[src/rtl/seq_tx_pkg.sv]
// Shared definitions for the serial test-pattern transmitter.
package seq_tx_pkg;

  typedef enum logic [1:0] {
    IDLE  = 2'd0,
    SHIFT = 2'd1,
    GAP   = 2'd2,
    DONE  = 2'd3
  } state_t;

  localparam int PAT_W_DEF = 4;
  localparam int CNT_W_DEF = 8;

endpackage

[src/rtl/pattern_shifter.sv]
// Parallel-in serial-out pattern store. The index points at the bit currently on the line;
// nxt_bit/nxt_last describe the bit an advance would present, wrapping from LSB back to MSB.
module pattern_shifter #(
  parameter int PAT_W = 4
) (
  input  logic             clk,
  input  logic             rst,
  input  logic             load,
  input  logic             advance,
  input  logic [PAT_W-1:0] pattern,
  output logic             nxt_bit,
  output logic             nxt_last,
  output logic             at_last
);

  localparam int IDX_W = $clog2(PAT_W);
  localparam logic [IDX_W-1:0] IDX_MSB = IDX_W'(PAT_W - 1);

  logic [PAT_W-1:0] pat_reg;
  logic [IDX_W-1:0] bit_idx;
  logic [IDX_W-1:0] nxt_idx;

  always_ff @(posedge clk) begin
    if (!rst) begin
      pat_reg <= '0;
      bit_idx <= '0;
    end else if (load) begin
      pat_reg <= pattern;
      bit_idx <= IDX_MSB;
    end else if (advance) begin
      bit_idx <= nxt_idx;
    end
  end

  assign at_last  = (bit_idx == '0);
  assign nxt_idx  = at_last ? IDX_MSB : bit_idx - IDX_W'(1);
  assign nxt_bit  = pat_reg[nxt_idx];
  assign nxt_last = (nxt_idx == '0);

endmodule

[src/rtl/seq_pattern_tx.sv]
// Serial test-pattern transmitter: repeats a pattern MSB-first, optionally with a one-cycle gap.
// state | meaning
// IDLE  | waiting for start with non-zero repeat count
// SHIFT | a pattern bit is on data this cycle
// GAP   | idle separator cycle between repetitions (busy, no valid data)
// DONE  | one-cycle done pulse after the final bit
module seq_pattern_tx
  import seq_tx_pkg::*;
#(
  parameter int PAT_W = PAT_W_DEF,
  parameter int CNT_W = CNT_W_DEF
) (
  input  logic             clk,
  input  logic             rst,
  input  logic             start,
  input  logic [PAT_W-1:0] pattern,
  input  logic [CNT_W-1:0] repeats,
  input  logic             gap_en,
  input  logic             abort,
  output logic             data,
  output logic             data_valid,
  output logic             last_bit,
  output logic             busy,
  output logic             done
);

  state_t           state, state_nxt;
  logic [CNT_W-1:0] rep_cnt, rep_nxt;
  logic             gap_q, gap_nxt;
  logic             data_nxt, valid_nxt, last_nxt, busy_nxt, done_nxt;
  logic             load, advance;
  logic             sh_bit, sh_last, at_last;

  pattern_shifter #(.PAT_W(PAT_W)) u_shifter (
    .clk      (clk),
    .rst      (rst),
    .load     (load),
    .advance  (advance),
    .pattern  (pattern),
    .nxt_bit  (sh_bit),
    .nxt_last (sh_last),
    .at_last  (at_last)
  );

  always_ff @(posedge clk) begin
    if (!rst) begin
      state      <= IDLE;
      rep_cnt    <= '0;
      gap_q      <= 1'b0;
      data       <= 1'b0;
      data_valid <= 1'b0;
      last_bit   <= 1'b0;
      busy       <= 1'b0;
      done       <= 1'b0;
    end else begin
      state      <= state_nxt;
      rep_cnt    <= rep_nxt;
      gap_q      <= gap_nxt;
      data       <= data_nxt;
      data_valid <= valid_nxt;
      last_bit   <= last_nxt;
      busy       <= busy_nxt;
      done       <= done_nxt;
    end
  end

  always_comb begin
    state_nxt = state;
    rep_nxt   = rep_cnt;
    gap_nxt   = gap_q;
    data_nxt  = 1'b0;
    valid_nxt = 1'b0;
    last_nxt  = 1'b0;
    busy_nxt  = 1'b0;
    done_nxt  = 1'b0;
    load      = 1'b0;
    advance   = 1'b0;

    case (state)
      IDLE: begin
        if (start && (repeats != '0)) begin
          load      = 1'b1;
          rep_nxt   = repeats;
          gap_nxt   = gap_en;
          state_nxt = SHIFT;
          data_nxt  = pattern[PAT_W-1];
          valid_nxt = 1'b1;
          busy_nxt  = 1'b1;
        end
      end
      SHIFT: begin
        // rep_cnt already counts the repetition whose LSB is on the line
        if (at_last && (rep_cnt == '0)) begin
          state_nxt = DONE;
          done_nxt  = 1'b1;
        end else if (at_last && gap_q) begin
          state_nxt = GAP;
          busy_nxt  = 1'b1;
        end else begin
          advance   = 1'b1;
          data_nxt  = sh_bit;
          valid_nxt = 1'b1;
          last_nxt  = sh_last;
          busy_nxt  = 1'b1;
          if (sh_last) rep_nxt = rep_cnt - CNT_W'(1);
        end
      end
      GAP: begin
        advance   = 1'b1;
        state_nxt = SHIFT;
        data_nxt  = sh_bit;
        valid_nxt = 1'b1;
        last_nxt  = sh_last;
        busy_nxt  = 1'b1;
        if (sh_last) rep_nxt = rep_cnt - CNT_W'(1);
      end
      DONE: begin
        state_nxt = IDLE;
      end
      default: begin
        state_nxt = IDLE;
      end
    endcase

    if (abort) begin
      state_nxt = IDLE;
      rep_nxt   = rep_cnt;
      gap_nxt   = gap_q;
      data_nxt  = 1'b0;
      valid_nxt = 1'b0;
      last_nxt  = 1'b0;
      busy_nxt  = 1'b0;
      done_nxt  = 1'b0;
      load      = 1'b0;
      advance   = 1'b0;
    end
  end

endmodule

[config.mk]
export PLATFORM = sky130hd
export DESIGN_NAME = seq_pattern_tx
export DESIGN_NICKNAME = d
export VERILOG_FILES = /design/src/rtl/seq_tx_pkg.sv /design/src/rtl/pattern_shifter.sv /design/src/rtl/seq_pattern_tx.sv
export SDC_FILE = /design/constraint.sdc
export NUM_CORES = 1
export LEC_CHECK = 0
export CORE_MARGIN = 4
export CORE_UTILIZATION = 26
export DETAILED_ROUTE_END_ITERATION = 10
export GPL_TIMING_DRIVEN = 0
export SLEW_MARGIN = 20
export SYNTH_ARGS = -nofsm -noshare
export SYNTH_HDL_FRONTEND = slang
export SYNTH_SLANG_ARGS = --single-unit
export TNS_END_PERCENT = 1
[constraint.sdc]
create_clock -name clk -period 2.28 [get_ports clk]
set_input_delay 0.342 -clock clk [delete_from_list [all_inputs] [get_ports clk]]
set_output_delay 0.342 -clock clk [all_outputs]
set_load 0.05 [all_outputs]
==> results.json <==
{
  "cts_buffer_depth": 2,
  "post_cts_buffers": 0,
  "drc": 0,
  "fill_cells": 567,
  "synth-simple-area-share": 0.276,
  "hp-start": "rep_cnt[7]",
  "swShare": 0.308,
  "crit_fanout": 10,
  "ys_seq_area_frac": 0.317,
  "htreeDepth": 1,
  "hold_slack_ns": 0.476,
  "syn_inst": 159,
  "ys_warn_count": 0,
  "whs_path_depth": 2,
  "drt-total-wl_um": 3290,
  "die_w_um": 81.1,
  "rsz0062_at_grt": "no",
  "detailed_place_hpwl_um": 2480,
  "synth_edf_count": 0,
  "wl_per_cell_um": 13.0,
  "p_seq_frac": 0.381,
  "port-buffer-count": 21,
  "comb_power_share": 0.293,
  "fin_cells": 254,
  "final_area_sq_mm": 0.00176,
  "end_kind": "register",
  "p_total_mw": 1.14,
  "synthMuxAreaShare": 0.0604,
  "clock_skew_ns": 0.00312,
  "synth_top_family_by_area": "simple AND/OR/NAND/NOR gates",
  "drv_slew": 0,
  "critPathKind": "reg2reg",
  "cts_root_buffer": "clkbuf_8",
  "yosys_most_used_dff": "dfxtp_1",
  "ant_nets": 0,
  "final_util": 0.342,
  "layout_min_cycle_time_ns": 2.06,
  "worst_pin_slew_ns": 0.693,
  "grt_max_degree": 14,
  "fin_ws_ns": 0.222,
  "synth_nets": 184,
  "overflow": 0,
  "syn_area_per_cell_sq_um": 8.73,
  "drt_iter0_markers": 58,
  "worstHoldPathType": "reg2reg",
  "period_share": 0.902,
  "rr_endpoint": "rep_cnt[0]",
  "cap_violations": 0,
  "slew_headroom": 0.535,
  "grt_util_all_layers": 0.108,
  "place_area_sq_mm": 0.00169,
  "fp.dieH_um": 81.1,
  "setup_viol": 0,
  "ff2ff_setup_slack_ns": 0.22,
  "p_int_mw": 0.792,
  "io_pins": 22,
  "diodes": 0,
  "viasPerCell": 4.80,
  "globalplace.congestion": 0.789,
  "leakage_nw": 0.693,
  "synth_xor_area_frac": 0,
  "initial_core_util": 0.270,
  "rows": 26,
  "area_delta_synth_final_pct": 26.7,
  "synthAdderAreaFrac": 0.0721,
  "fin_nets": 210,
  "clk_latency_ns": 0.27,
  "preCtsSetupSlack_ns": 0.0469,
  "min_to": "rep_cnt[7]",
  "core_area_sq_mm": 0.00514,
  "grt_pass1_vias": 1088,
  "critical_path_arrival_ns": 2.22,
  "drive_gt1_frac": 0.109,
  "dr.pass1.iters": 4,
  "p_clk_frac": 0.327,
  "max_freq_ghz": 0.486,
  "cts_made_buffers": 3,
  "synth_compound_area_frac": 0.225,
  "async_reset_ff_frac": 0,
  "p_per_area_mw_per_mm2": 651,
  "largest_reg_flops": 8,
  "ir_drop_mv": 0.235,
  "dieArea_sq_mm": 0.00657,
  "grt_pass1_wl_um": 5320,
  "dp.cells": 250,
  "clkTransAtPathRegs_ns": 0.08,
  "r2r-start": "state[0]",
  "p_switching_mw": 0.353,
  "syn-cell-area_sq_mm": 0.00139,
  "critPathLaunchType": "register",
  "num_vias": 1220,
  "reg2regPathDepth": 5,
  "finalSetupTns_ns": 0,
  "antenna_found_initial": 0,
  "final_hold_viol_count": 0,
  "clock_sinks": 22,
  "cp.required_ns": 2.44,
  "cts_tree": "built",
  "status": "complete, no violations",
  "synth-seq-cells": 22,
  "ys_types": 44
}
==> synth_stat cells (3+ instances only) <==
cell	count	area, sq um
ha_1	8	100
mux2i_1	5	50.1
a21oi_1	13	65.1
inv_1	13	48.8
nand3_1	9	45.0
dfxtp_1	22	440
nand2_1	17	63.8
nand2b_1	5	31.3
nor2_1	6	22.5
o21ai_0	4	20.0
o21ai_1	6	30.0
o22ai_1	3	18.8
clkbuf_1	4	15.0
nor2b_1	10	62.6
==> placed cells by master, fill, tap and decap left out, types with 2 or more instances in the layout <==
cell type,count
a211oi_1,2
a21oi_1,13
clkbuf_1,3
clkbuf_8,3
clkdlybuf4s50_1,21
dfxtp_1,22
ha_1,8
inv_1,13
mux2i_1,5
nand2_1,17
nand2b_1,5
nand3_1,9
nor2_1,6
nor2b_1,10
nor3_1,2
nor4_4,2
o211a_1,2
o21ai_0,4
o21ai_1,6
o22ai_1,3
==> timing repair <==
action	4_1_cts	5_1_grt
hold buffers	0	0
resized for setup	0	2
endpoints found under the setup margin	0	6
==> area by class of cell <==
class	instances	area, sq um	area share
repair buffers	21	210	0.119
flip-flops and latches	22	440	0.250
multi-input cells	119	880	0.500
inverters	13	48.8	0.0277
clock inverters	1	30.0	0.0171
clock buffers	3	41.3	0.0235
well taps	70	87.6	0.0498
plain buffers	5	21.3	0.0121
==> power by group through the flow <==
stage	logic (mW)	clock network, mW	registers, mW
finish	0.335	0.374	0.436
global route	0.372	0.404	0.440
CTS	0.335	0.384	0.435
detailed placement	0.333	0	0.444
global placement	0.332	0	0.443
floorplan	0.230	0	0.450
==> cell families after synthesis <==
group,after synthesis
buffers and inverters,18
multiplexers,7
AND/OR/NAND/NOR,62
adder cells (fa/ha/maj),8
flip-flops,22
AO/OA/AOI/OAI,42
==> metal layers <==
metal	global-route usage	part of all wire	vias to the layer above
met5	0	0	-
met4	0.0557	0.020	0
met3	0.0277	0.045	5
met2	0.168	0.47	24
met1	0.135	0.46	571
li1	-	-	620
==> critical path, stage by stage, from the launching register on <==
cell and delay [ns]:
dfxtp_1 0.40, inv_1 0.08, ha_1 0.44, a221oi_2 0.39
o2111ai_4 0.27, o311a_1 0.38
==> how the worst max path moves through the flow <==
stage,cells after the start,slack [ns],end,from
2_1_floorplan,5,0.45,rep_cnt[0],state[0]
3_5_place_dp,5,0.05,u_shifter.bit_idx[1],repeats[4]
4_1_cts,7,0.10,rep_cnt[6],state[0]
3_3_place_gp,7,0.07,u_shifter.pat_reg[3],repeats[0]
6_report,5,0.22,rep_cnt[0],state[0]
5_1_grt,7,0.04,rep_cnt[6],state[0]
Power figures use the tool's default switching activity.
